$ cat src/rtl/gpo_core_if.sv
// Slot bus shared by the SoC I/O cores.
// Signals:
//   cs         - slot select
//   read       - read strobe (reads have no side effects)
//   write      - write strobe
//   addr       - register word address
//   write_data - write data
//   read_data  - combinational read data from the selected slot
// Modports: master drives the strobes, address and write data; slave returns read_data.
interface gpo_core_if;
  logic        cs;
  logic        read;
  logic        write;
  logic [4:0]  addr;
  logic [31:0] write_data;
  logic [31:0] read_data;

  modport master (
    output cs,
    output read,
    output write,
    output addr,
    output write_data,
    input  read_data
  );

  modport slave (
    input  cs,
    input  read,
    input  write,
    input  addr,
    input  write_data,
    output read_data
  );
endinterface

$ cat src/rtl/gpo_core.sv
// General-purpose output core on the slot bus.
// A W-bit output register is updated by direct write, set, clear or toggle. A one-shot pulse
// engine can also force masked bits high for a programmed number of cycles.
// Ports:
//   clk      - system clock
//   rst      - synchronous active-low reset
//   bus      - slot bus (slave side): cs/read/write/addr/write_data in, read_data out
//   data_out - registered output port, out_reg OR'ed with the active pulse mask
// Register map: 0 DATA, 1 SET, 2 CLR, 3 TOG, 4 PLEN, 5 PULSE, 6 STATUS; all others read 0.
module gpo_core #(
  parameter int unsigned W     = 4,
  parameter int unsigned CNT_W = 16
) (
  input  logic             clk,
  input  logic             rst,
  gpo_core_if.slave        bus,
  output logic [W-1:0]     data_out
);

  localparam logic [4:0] AddrData   = 5'd0;
  localparam logic [4:0] AddrSet    = 5'd1;
  localparam logic [4:0] AddrClr    = 5'd2;
  localparam logic [4:0] AddrTog    = 5'd3;
  localparam logic [4:0] AddrPlen   = 5'd4;
  localparam logic [4:0] AddrPulse  = 5'd5;
  localparam logic [4:0] AddrStatus = 5'd6;

  typedef enum logic {StIdle, StActive} state_e;

  state_e           state_q, state_d;
  logic [W-1:0]     out_q, out_d;
  logic [CNT_W-1:0] plen_q, plen_d;
  logic [W-1:0]     pmask_q, pmask_d;
  logic [CNT_W-1:0] cnt_q, cnt_d;
  logic [W-1:0]     data_out_q, data_out_d;

  logic         wr_en;
  logic [W-1:0] wd_w;
  logic         pulse_launch;

  assign wr_en = bus.cs && bus.write;
  assign wd_w  = bus.write_data[W-1:0];

  // Launches with an empty mask or zero length are dropped in either state.
  assign pulse_launch = wr_en && (bus.addr == AddrPulse) && (wd_w != '0) && (plen_q != '0);

  // Bus-side register updates.
  always_comb begin
    out_d  = out_q;
    plen_d = plen_q;
    if (wr_en) begin
      case (bus.addr)
        AddrData: out_d  = wd_w;
        AddrSet:  out_d  = out_q | wd_w;
        AddrClr:  out_d  = out_q & ~wd_w;
        AddrTog:  out_d  = out_q ^ wd_w;
        AddrPlen: plen_d = bus.write_data[CNT_W-1:0];
        default:  ;
      endcase
    end
  end

  // Pulse FSM. A valid launch while active reloads mask and count ahead of the decrement.
  always_comb begin
    state_d = state_q;
    pmask_d = pmask_q;
    cnt_d   = cnt_q;
    unique case (state_q)
      StIdle: begin
        if (pulse_launch) begin
          state_d = StActive;
          pmask_d = wd_w;
          cnt_d   = plen_q;
        end
      end
      StActive: begin
        if (pulse_launch) begin
          pmask_d = wd_w;
          cnt_d   = plen_q;
        end else if (cnt_q == CNT_W'(1)) begin
          // Mask is kept so software can still read which bits were pulsed.
          state_d = StIdle;
          cnt_d   = '0;
        end else begin
          cnt_d   = cnt_q - CNT_W'(1);
        end
      end
      default: state_d = StIdle;
    endcase
  end

  // Output is built from next-state values so the pin updates in the same cycle as the registers.
  always_comb begin
    data_out_d = out_d;
    if (state_d == StActive) begin
      data_out_d = out_d | pmask_d;
    end
  end

  always_ff @(posedge clk) begin
    if (!rst) begin
      state_q    <= StIdle;
      out_q      <= '0;
      plen_q     <= '0;
      pmask_q    <= '0;
      cnt_q      <= '0;
      data_out_q <= '0;
    end else begin
      state_q    <= state_d;
      out_q      <= out_d;
      plen_q     <= plen_d;
      pmask_q    <= pmask_d;
      cnt_q      <= cnt_d;
      data_out_q <= data_out_d;
    end
  end

  assign data_out = data_out_q;

  // Read mux ignores cs and read: reads carry no side effects.
  always_comb begin
    bus.read_data = '0;
    case (bus.addr)
      AddrData:   bus.read_data = 32'(out_q);
      AddrPlen:   bus.read_data = 32'(plen_q);
      AddrPulse:  bus.read_data = 32'(pmask_q);
      AddrStatus: begin
        bus.read_data[0]           = (state_q == StActive);
        bus.read_data[16 +: CNT_W] = cnt_q;
      end
      default:    bus.read_data = '0;
    endcase
  end

  logic unused_bus;
  assign unused_bus = ^{bus.read, bus.write_data};

endmodule

$ cat src/flat_wrapper.sv
// flat-port wrapper written by rule: the top's interface ports become plain ports
module gpo_core_flat 
#(
  parameter int unsigned W     = 4,
  parameter int unsigned CNT_W = 16
)
  (clk, rst, data_out, bus_cs, bus_read, bus_write, bus_addr, bus_write_data, bus_read_data);
  gpo_core_if bus_i ();
  input  logic clk;
  input  logic rst;
  output logic [W-1:0] data_out;
  input wire logic [$bits(bus_i.cs)-1:0] bus_cs;
  input wire logic [$bits(bus_i.read)-1:0] bus_read;
  input wire logic [$bits(bus_i.write)-1:0] bus_write;
  input wire logic [$bits(bus_i.addr)-1:0] bus_addr;
  input wire logic [$bits(bus_i.write_data)-1:0] bus_write_data;
  output wire logic [$bits(bus_i.read_data)-1:0] bus_read_data;
  assign bus_i.cs = bus_cs;
  assign bus_i.read = bus_read;
  assign bus_i.write = bus_write;
  assign bus_i.addr = bus_addr;
  assign bus_i.write_data = bus_write_data;
  assign bus_read_data = bus_i.read_data;
  gpo_core #(.W(W), .CNT_W(CNT_W)) u_core (.clk(clk), .rst(rst), .bus(bus_i), .data_out(data_out));
endmodule
$ cat config.mk
export PLATFORM = sky130hd
export DESIGN_NAME = gpo_core_flat
export DESIGN_NICKNAME = d
export VERILOG_FILES = /design/src/rtl/gpo_core_if.sv /design/src/rtl/gpo_core.sv /design/src/flat_wrapper.sv
export SDC_FILE = /design/constraint.sdc
export NUM_CORES = 1
export LEC_CHECK = 0
export BUFFER_PORTS_ARGS = -buffer_cell sky130_fd_sc_hd__buf_2
export CORE_ASPECT_RATIO = 0.5
export CORE_MARGIN = 10
export CORE_UTILIZATION = 35
export CTS_CLUSTER_SIZE = 28
export DETAILED_ROUTE_END_ITERATION = 10
export HOLD_SLACK_MARGIN = 0.12
export PLACE_DENSITY = 0.6
export SYNTH_ARGS = -nofsm -noshare
export SYNTH_HDL_FRONTEND = slang
export SYNTH_SLANG_ARGS = --single-unit
$ cat constraint.sdc
create_clock -name clk -period 3.8 [get_ports clk]
set_input_delay 0.57 -clock clk [delete_from_list [all_inputs] [get_ports clk]]
set_output_delay 0.57 -clock clk [all_outputs]
set_load 0.02 [all_outputs]
# [After elaboration in Yosys (flattened, before gate mapping)]
# Index checks and enable logic that the tools add are counted.
[classes] addsub=1 reduce_logical=8 n_bitwise=6 n_mux=15 eq_ne=8
[op_table] operator="2-to-1 mux 16 bit" n=4
[op_table] operator="one-hot mux 15 bit (3 select lines)" n=1
[op_table] operator="one-hot mux 16 bit (2 select lines)" n=1
[op_table] operator="equality test 16 x 1 -> 1 bit, second input constant" n=1
[op_table] operator="one-hot mux 4 bit (4 select lines)" n=1
[op_table] operator="nonzero test 16 bit" n=1
[op_table] operator="subtractor 16 x 1 -> 16 bit, second input constant" n=1
[op_table] operator="equality test 5 x 3 -> 1 bit, second input constant" n=3
[op_table] operator="2-to-1 mux 4 bit" n=3
[op_table] operator="equality test 5 x 2 -> 1 bit, second input constant" n=2
[op_table] operator="OR 4 bit" n=2
[op_table] operator="equality test 5 x 1 -> 1 bit, second input constant" n=1
[op_table] operator="zero test 5 bit" n=1
[op_table] operator="bitwise AND 4 bit" n=1
[op_table] operator="logical AND 1 bit" n=4
[op_table] operator="inverter 4 bit" n=1
[op_table] operator="one-hot mux 1 bit (4 select lines)" n=1
[op_table] operator="nonzero test 4 bit" n=1
[op_table] operator="XOR 4 bit" n=1
[op_table] operator="2-to-1 mux 1 bit" n=3
[op_table] operator="!= test 2 x 1 -> 1 bit, second input constant" n=1
[op_table] operator="one-hot mux 1 bit (2 select lines)" n=1
[op_table] operator="AND reduction 2 bit" n=1
[op_table] operator="inverter 1 bit" n=1
[word_totals] reg_bits=45 in_bits=42 output_inout_bits=36 elab_cells=44

# [Depth between registers and ports, before layout]
# Gate-level depths: netlist (run 1).
[logic_depth] ltp_word=7 depth_mapped=8 ltp_nobuf=7

# [Worst setup path after synthesis (run 1)]
# No wires, ideal clock.
[synth_path] kind="input to output" startpoint="input bus_addr[4]" endpoint="output bus_read_data[22]" n_path_buf=1 path_slack_ns=1.427 stages=4 arrival_ns=1.803 required_ns=3.230 cell_sequence="or3b_4 nor3b_2 clkbuf_1 and2_1"
[synth_via] elab_chain_cells=2
[synth_rtl] item="start: declaration" line_no="flat_wrapper.sv:15" rtl="input wire logic [$bits(bus_i.addr)-1:0] bus_addr;"
[synth_rtl] item="equality test 5 x 3 -> 1 bit" line_no="gpo_core.sv:123" rtl="case (bus.addr)"
[synth_rtl] item="2-to-1 mux 16 bit" line_no="gpo_core.sv:123"
[synth_rtl] item="end: declaration" line_no="flat_wrapper.sv:17" rtl="output wire logic [$bits(bus_i.read_data)-1:0] bus_read_data;"
# Every way passes these cells.

# [Final worst setup path (run 1)]
[layout_path] startpoint="input bus_addr[4]" endpoint="output bus_read_data[2]"
[layout_via] elab_chain_cells=2 word_cells_on_any_way=4 classes_between="2 x eq/ne; 1 x mux; 1 x reduce/logical"
[layout_rtl] item="equality test 5 x 3 -> 1 bit / zero test 5 bit (equally long branches)" line_no="gpo_core.sv:123"
[layout_rtl] item="one-hot mux 15 bit (3 select lines) (*)" line_no="gpo_core.sv:123"
# Mark *: on every way between the ends. The rest lies on a longest branch, timed or not.

==> results of run 1 <==
worst max path at each step:
stage                   endpoint
2_1_floorplan  bus_read_data[22]
3_3_place_gp    bus_read_data[2]
3_5_place_dp    bus_read_data[2]
4_1_cts         bus_read_data[2]
5_1_grt         bus_read_data[3]
6_report        bus_read_data[2]
placed cells by master (no fill, tap or decap), types with 2 or more instances in the layout:
master | netlist | final
a211oi_1 | 3 | 3
a21oi_1 | 36 | 36
a221oi_1 | 5 | 5
a222oi_1 | 3 | 3
a22oi_1 | 2 | 2
a31oi_1 | 9 | 9
and2_1 | 28 | 28
buf_2 | 5 | 60
buf_4 | 3 | 2
clkbuf_16 | 0 | 5
dfxtp_1 | 45 | 45
ha_1 | 10 | 10
inv_1 | 20 | 20
mux2i_1 | 7 | 7
nand2_1 | 48 | 48
nand3_1 | 6 | 6
nand3_2 | 2 | 2
nand4_1 | 5 | 5
nor2_1 | 15 | 15
nor3_1 | 10 | 10
nor3_4 | 2 | 2
nor3b_2 | 2 | 2
nor4_1 | 6 | 6
nor4_4 | 2 | 2
nor4b_1 | 3 | 3
o21ai_0 | 17 | 17
o21ai_1 | 6 | 6
or4_1 | 3 | 3
state kept, by name, indices dropped and copies added (netlist names):
signal	count
u_core.data_out	4
u_core.plen_q	16
u_core.state_q	1
u_core.pmask_q	4
u_core.out_q	4
u_core.cnt_q	16
stage by stage:
| step | instances | worst slack (ns) | util | instance area [µm²] |
|---|---|---|---|---|
| CTS | 478 | 1.056 | 0.4266 | 3136 |
| detailed placement | 470 | 1.065 | 0.4033 | 2964 |
| global route | 478 | 0.9271 | 0.4266 | 3136 |
| global placement | 470 | 1.059 | 0.4033 | 2964 |
| floorplan | 331 | 1.427 | - | 2655 |
| finish | 478 | 1.065 | 0.4266 | 3136 |
worst register-to-register path: cells and delay by family (launching register included):
kind	cells	cell delay (ns)
buffers and inverters	1	0.09
flip-flops	1	0.43
AND/OR/NAND/NOR	4	1.26
AO/OA/AOI/OAI	1	0.11
adder cells (fa/ha/maj)	1	0.22
cells in the mapped netlist, drive strengths merged, types with 3 or more instances:
| master | instances |
|---|---|
| nand3 | 8 |
| a21oi | 36 |
| clkbuf | 6 |
| a222oi | 3 |
| mux2i | 7 |
| buf | 13 |
| o21ai | 23 |
| inv | 21 |
| a221oi | 5 |
| nor3 | 12 |
| ha | 10 |
| nand4 | 5 |
| nand2 | 48 |
| and2 | 28 |
| a211oi | 3 |
| nor2 | 15 |
| or4 | 3 |
| nor4b | 3 |
| nor4 | 9 |
| a31oi | 9 |
| dfxtp | 45 |
routing by layer:
| layer | vias to the layer above | GRT usage | wire (µm) |
|---|---|---|---|
| li1 | 1289 | - | - |
| met1 | 1165 | 0.1596 | 3514 |
| met2 | 38 | 0.1986 | 3269 |
| met3 | 4 | 0.02130 | 291 |
| met4 | 0 | 0.02454 | 46 |
| met5 | - | 0 | 0 |
logic make-up (layout without fill, tap and decap cells):
logic type               after synthesis  after routing  synth area share
flip-flops                            45             45            0.3393
adder cells (fa/ha/maj)               10             10           0.04713
AO/OA/AOI/OAI                         86             86            0.1989
AND/OR/NAND/NOR                      143            143            0.3110
multiplexers                           7              7           0.02639
buffers and inverters                 40             91           0.07728
where the power goes:
group          switching [mW]  internal [mW]
clock                   0.184          0.311
combinational          0.0405         0.0235
sequential            0.00197          0.473
area by class of cell:
class / count / area share
Tap cell: 96 / 0.03831
Inverter: 21 / 0.02514
Sequential cell: 45 / 0.2873
Multi-Input combinational cell: 246 / 0.4940
Clock inverter: 3 / 0.01476
Clock buffer: 5 / 0.03990
Timing Repair Buffer: 62 / 0.1006
==> metrics, run 1 <==
status=completed; Final #Nets=433; endpoint class of the critical path=primary output; IO Count=78; TritonCTS Buffers=5; # clock sinks=45; Yosys cell types=46; final number of hold-violating endpoints=0; ys async rst share=0; Register Area=about 900 µm²; WHS Endpoint=u_core.pmask_q[1]; area of the mapped netlist=0.002655 mm²; Max Clk Rate=365.7 MHz; Routed WL per cell=14.90 µm; n_diodes=0; WHS Path Cells=2; drt initial violations=196; WP data required=3.23 ns; Worst path slowest cell=nor3_4; worst hold slack=0.4801 ns; post-route ant nets=0; Worst Path Arrival=2.16 ns; vias=2,496; post-CTS sizing=0; Root Driver=clkbuf_16; Seq/Total Area, Yosys=0.3393; fill count=764; Cells after Synth=approximately 330; initial antenna violation count=0; area of the die=around 0.012 mm²; RD Place Congestion=0.7789; GRT Total Usage=0.1193; worst path bufs/invs=3; Slew Limit Fails=0; TritonCTS clock tree=built; skew final=roughly 0.0077 ns; Vias/cell=5.222; headroom to the max-slew limit=0.4207; setup TNS=0 ns; CTS clk-pin slew, worst paths=0.06 ns; vias in the first global route=between 2,000 and 2,500; Reg2Reg Setup Slack=1.64 ns; Worst Tran Pin Value=0.8625 ns; crit path time final=2.735 ns; FP Rows=22; Max clock buf depth=2; Multi-input gate area=0.001549 mm²; die extent in x=approximately 140 µm; worst skew pair latency=roughly 0.28 ns; most used flip-flop cell after synthesis=dfxtp_1; Post-CTS Hold Fix Bufs=0; pin count of the biggest net entering global routing=37; post-detail-place hpwl=5.444 mm; router iterations before antenna repair=4; Crit Path Class=in -> out; crit-path max cell delay=about 0.51 ns; min-delay src=u_core.pmask_q[1]; Core ar.=0.007350 mm²; maximum VDD drop=183.9 µV; Mapped Avg Cell Area=approximately 8.0 µm²; Ys Warns=0; Initial Util=0.3613; RSZ-0062 raised after global routing=false; area grow syn2layout=18.10%; die height=around 82 µm; H-tree lvl count=2; maxcap violations=0; Top Family by Delay on Critical Path=simple AND/OR/NAND/NOR gates; leakage power total=1.313 nW; total power=slightly above 1 mW; number of synthesized register bits=45; share of cells above drive strength 1=0.2225; port buffer count=60; Crit path depth=6; grt total ovfl=0; Hold WC Path Type=reg -> reg; crit path launch=bus_addr[4]; Tcrit/Tclk final=0.7197; top cells by area, synth=dfxtp_1 34%, a21oi_1 6.8%, nand2_1 6.8%; global-route wire length before repair=11.72 mm; Post-synth EDFFs=0; most frequent CP cell=buf_2; synthesized net count=around 380; cell taking the most area after synthesis=dfxtp_1; Worst R2R End=u_core.data_out[3]; DRT Wirelength=7.122 mm; crit-path cells=buf_2, or3b_4, nor3_4, a222oi_1, inv_1, buf_2; worst reg2reg startpoint=u_core.cnt_q[1]; DRC Markers=0; Post-CTS Setup Inserts=0; pwr dens=between 300 and 400 mW/mm²; Setup-failing EPs final=0; top cell type's share of synthesized area=0.3393; CP Max Fanout=17; cells on worst reg2reg path=7; Critical Path Start Type=primary input
Power figures use the tool's default switching activity.
==> inputs of run 2 (changes only) <==
- clock period: 3.8 -> 2.55 ns (I/O delays scaled with it)
==> metrics, run 2 (synthesized netlist as in run 1, its figures left out) <==
global-route wire length before repair=about 12 mm; router iterations before antenna repair=5; worst hold slack=between 0.3 and 0.4 ns; DRT Wirelength=7.276 mm; area grow syn2layout=19.09%; maximum VDD drop=roughly 250 µV; Final #Nets=439; Root Driver=clkbuf_16; drt initial violations=152; die extent in x=143.2 µm; GRT Total Usage=0.1206; Initial Util=0.3613; area of the die=about 0.012 mm²; Post-CTS Hold Fix Bufs=0; setup TNS=0 ns; Regs by FF count=u_core.cnt_q (16), u_core.plen_q (16); leakage power total=1.340 nW; Worst Path Arrival=1.72 ns; most frequent cells in the layout=60 x buf_2, 48 x nand2_1, 45 x dfxtp_1, 36 x a21oi_1, 28 x and2_1; die height=81.59 µm; Crit Path Class=in -> out; crit path time final=2.100 ns; port buffer count=60; WP data required=2.17 ns; Slew Limit Fails=0; TritonCTS Buffers=5; Setup-failing EPs final=0; commonest non-fill, non-tap cell in the layout=buf_2; vias in the first global route=2,306; Post-CTS Setup Inserts=0; # clock sinks=45; worst skew pair latency=~0.29 ns; vias=~2,500; headroom to the max-slew limit=0.5797; Hold WC Path Type=in -> reg; post-route ant nets=0; Routed WL per cell=approximately 15 µm; pwr dens=466.1 mW/mm²; TritonCTS clock tree=built; share of cells above drive strength 1=0.2345; Core ar.=between 0.007 and 0.008 mm²; post-CTS sizing=0; CTS clk-pin slew, worst paths=about 0.07 ns; maxcap violations=0; grt total ovfl=0; Finished Core Util=0.4302; n_diodes=0; skew final=between 0.006 and 0.007 ns; CP Max Fanout=17; post-detail-place hpwl=~5.5 mm; endpoint class of the critical path=primary output; Max clock buf depth=2; FP Rows=22; Critical Path Start Type=primary input; RSZ-0062 raised after global routing=false; final number of hold-violating endpoints=0; Tcrit/Tclk final=0.8235; IO Count=78; RD Place Congestion=0.7807; initial antenna violation count=0; status=completed; Vias/cell=5.215; total power=1.474 mW; pin count of the biggest net entering global routing=29; Worst Tran Pin Value=0.6218 ns; Max Clk Rate=476.2 MHz; DRC Markers=0; H-tree lvl count=2
==> run 2: power breakdown <==
part	switching, mW	total [mW]	internal, mW	leakage (nW)
combinational	0.0602	0.0961	0.0358	0.901
sequential	0.00292	0.709	0.706	0.362
clock	0.279	0.669	0.390	0.0768
total	0.342	1.47	1.13	1.34
==> run 2: path summary, 6_finish.rpt <==
kind,from,slack (ns),cells past startpoint,end
setup / recovery,bus_addr[4],0.45,6,bus_read_data[20]
hold / removal,bus_write_data[6],0.33,3,u_core.plen_q[6]
hold reg to reg,u_core.pmask_q[2],0.48,2,u_core.pmask_q[2]
setup reg to reg,u_core.cnt_q[0],0.47,7,u_core.cnt_q[3]
==> run 2: metrics by stage <==
step / std cells / instance area, µm² / worst slack (ns)
global route: 484 / 3162 / 0.2568
finish: 484 / 3162 / 0.4501
global placement: 476 / 3009 / 0.4081
detailed placement: 476 / 3009 / 0.4162
CTS: 484 / 3162 / 0.4338
floorplan: 331 / 2655 / 0.5519
==> run 2: final cells by class <==
| class | count | area, µm² |
|---|---|---|
| Inverter | 21 | 78.83 |
| Fill cell | 782 | 4188 |
| Clock inverter | 2 | 13.76 |
| Sequential cell | 45 | 900.9 |
| Timing Repair Buffer | 68 | 360.3 |
| Multi-Input combinational cell | 246 | 1549 |
| Tap cell | 96 | 120.1 |
| Clock buffer | 6 | 138.9 |
==> run 2: per-layer routing <==
layer / up-vias / routed length [µm] / track usage
li1: 1296 / - / -
met1: 1179 / 3524 / 0.1598
met2: 41 / 3359 / 0.1898
met3: 8 / 300 / 0.02648
met4: 0 / 92 / 0.04499
met5: - / 0 / 0
==> run 2: critical path: stages <==
cell and delay (ns):
buf_2 0.11, or3b_4 0.45, nor3b_2 0.21, buf_4 0.22, and2_1 0.17, buf_2 0.17
==> inputs of run 3 (changes only) <==
- PLACE_DENSITY: 0.6 -> 0.62
- clock period: 2.55 -> 1.9 ns (I/O delays scaled with it)
==> metrics, run 3 (synthesized netlist as in run 1, its figures left out) <==
CTS clk-pin slew, worst paths=around 0.07 ns; Routed WL per cell=14.69 µm; Pint=~1.5 mW; DRT Wirelength=around 8 mm; crit-path cells=buf_2, or3b_4, nor3_4, buf_12, buf_6, a222oi_1, inv_1, buf_6; router iterations before antenna repair=4; H-tree lvl count=2; Slew Limit Fails=0; crit path launch=bus_addr[4]; NetSw=472.7 µW; commonest non-fill, non-tap cell in the layout=buf_4; area of the die=0.01168 mm²; GRT Total Usage=0.1273; TritonCTS Buffers=5; initial antenna violation count=0; Crit Path Class=in -> out; CP Max Fanout=6; Gate power share=0.074; RD Place Congestion=between 0.8 and 0.9; worst reg2reg startpoint=u_core.cnt_q[0]; maximum VDD drop=a little over 300 µV; grt total ovfl=0; crit path time final=~1.9 ns; skew final=about 0.0057 ns; headroom to the max-slew limit=0.7178; Hold WC Path Type=in -> reg; clock share of power=0.453; RSZ-0062 raised after global routing=true; pwr dens=539.5 mW/mm²; IO Count=78; status=completed; final setup margin=0.03347 ns; die extent in x=143.2 µm; Post-CTS Hold Fix Bufs=0; Worst Tran Pin Value=approximately 0.42 ns; part of the power in registers=0.472; post-route ant nets=0; Placed Area=0.003319 mm²; fill count=about 700; Max clock buf depth=2; n_diodes=0; Root Driver=clkbuf_16; die height=81.59 µm; most frequent cells in the layout=53 x buf_4, 48 x nand2_1, 44 x dfxtp_1, 43 x buf_2, 36 x a21oi_1; Core ar.=0.007350 mm²; min-delay src=bus_write_data[4]; maxcap violations=0; drt initial violations=181; worst hold slack=about 0.23 ns; Final #Nets=484; area grow syn2layout=40.43%; post-detail-place hpwl=5.868 mm; most frequent CP cell=buf_6; Regs by FF count=u_core.cnt_q (16), u_core.plen_q (16); pin count of the biggest net entering global routing=37; WP data required=1.62 ns; final number of hold-violating endpoints=0; post-place setup slack=-0.01208 ns; Post-Layout Inst Area=0.003729 mm²; Worst Path Arrival=1.58 ns; share of cells above drive strength 1=0.3580; # clock sinks=between 40 and 50; Tcrit/Tclk final=0.9824; total power=2.011 mW; Worst path slowest cell=or3b_4; crit-path max cell delay=0.43 ns; Vias/cell=just over 5; Max Clk Rate=535.8 MHz; vias=2,734; FP Rows=22; setup TNS=0 ns; vias in the first global route=2,557; global-route wire length before repair=~12 mm; worst skew pair latency=slightly below 0.3 ns; port buffer count=60; Initial Util=0.3613; leakage power total=roughly 1.6 nW; endpoint class of the critical path=primary output; Critical Path Start Type=primary input; TritonCTS clock tree=built; Top Family by Delay on Critical Path=simple AND/OR/NAND/NOR gates; Reg2Reg Setup Slack=0.05 ns; Setup-failing EPs final=0; DRC Markers=0; Sw Ratio=0.2350; worst path bufs/invs=5
-- run 3: cell types whose count changed in the layout (fill, tap and decap cells not counted), sizes merged --
cell and change:
clkinv -2, inv +1, clkinvlp +1, buf +45
-- run 3: per-stage QoR --
| step | instances | util |
|---|---|---|
| after CTS | 523 | 0.4741 |
| after global placement | 514 | 0.4517 |
| after global routing | 529 | 0.5073 |
| final | 529 | 0.5073 |
| after detailed placement | 514 | 0.4517 |
| after floorplan | 331 | - |
-- run 3: area by class of cell --
cell class	instances	area, µm²	share of cell area
clock buffers	6	138.9	0.03725
inverters	21	78.83	0.02114
flip-flops and latches	45	902.1	0.2419
repair buffers	113	834.6	0.2238
clock inverters	2	16.27	0.004362
multi-input cells	246	1638	0.4393
well taps	96	120.1	0.03221
-- run 3: path summary, 6_finish.rpt --
kind	end	cells after the start
worst max register to register	u_core.cnt_q[12]	7
worst min-delay path	u_core.plen_q[4]	3
worst max-delay path	bus_read_data[1]	8
worst min register to register	u_core.pmask_q[3]	2
-- run 3: repair_timing --
item | in CTS | in global routing
pin swaps | 0 | 7
setup endpoints to repair | 10 | 41
buffers inserted | 1 | 5
gates cloned | 0 | 1
gates resized for setup | 1 | 53
hold endpoints to repair | 0 | 0
-- run 3: power groups by stage --
stage	sequential, mW	clock, mW	combinational [mW]
detailed placement	0.971	0	0.142
CTS	0.950	0.927	0.143
finish	0.950	0.912	0.150
global route	0.950	0.960	0.166
global placement	0.971	0	0.140
floorplan	0.973	0	0.0784
-- run 3: worst min-delay path, stage by stage --
cell	delay (ns)
buf_2	0.09
nand2_1	0.04
a21oi_1	0.05
-- run 3: layer usage --
| layer | vias up | share of wire | GRT usage |
|---|---|---|---|
| li1 | 1380 | - | - |
| met1 | 1284 | 0.46 | 0.1646 |
| met2 | 63 | 0.47 | 0.2120 |
| met3 | 7 | 0.059 | 0.02821 |
| met4 | 0 | 0.0094 | 0.03374 |
| met5 | - | 0 | 0 |
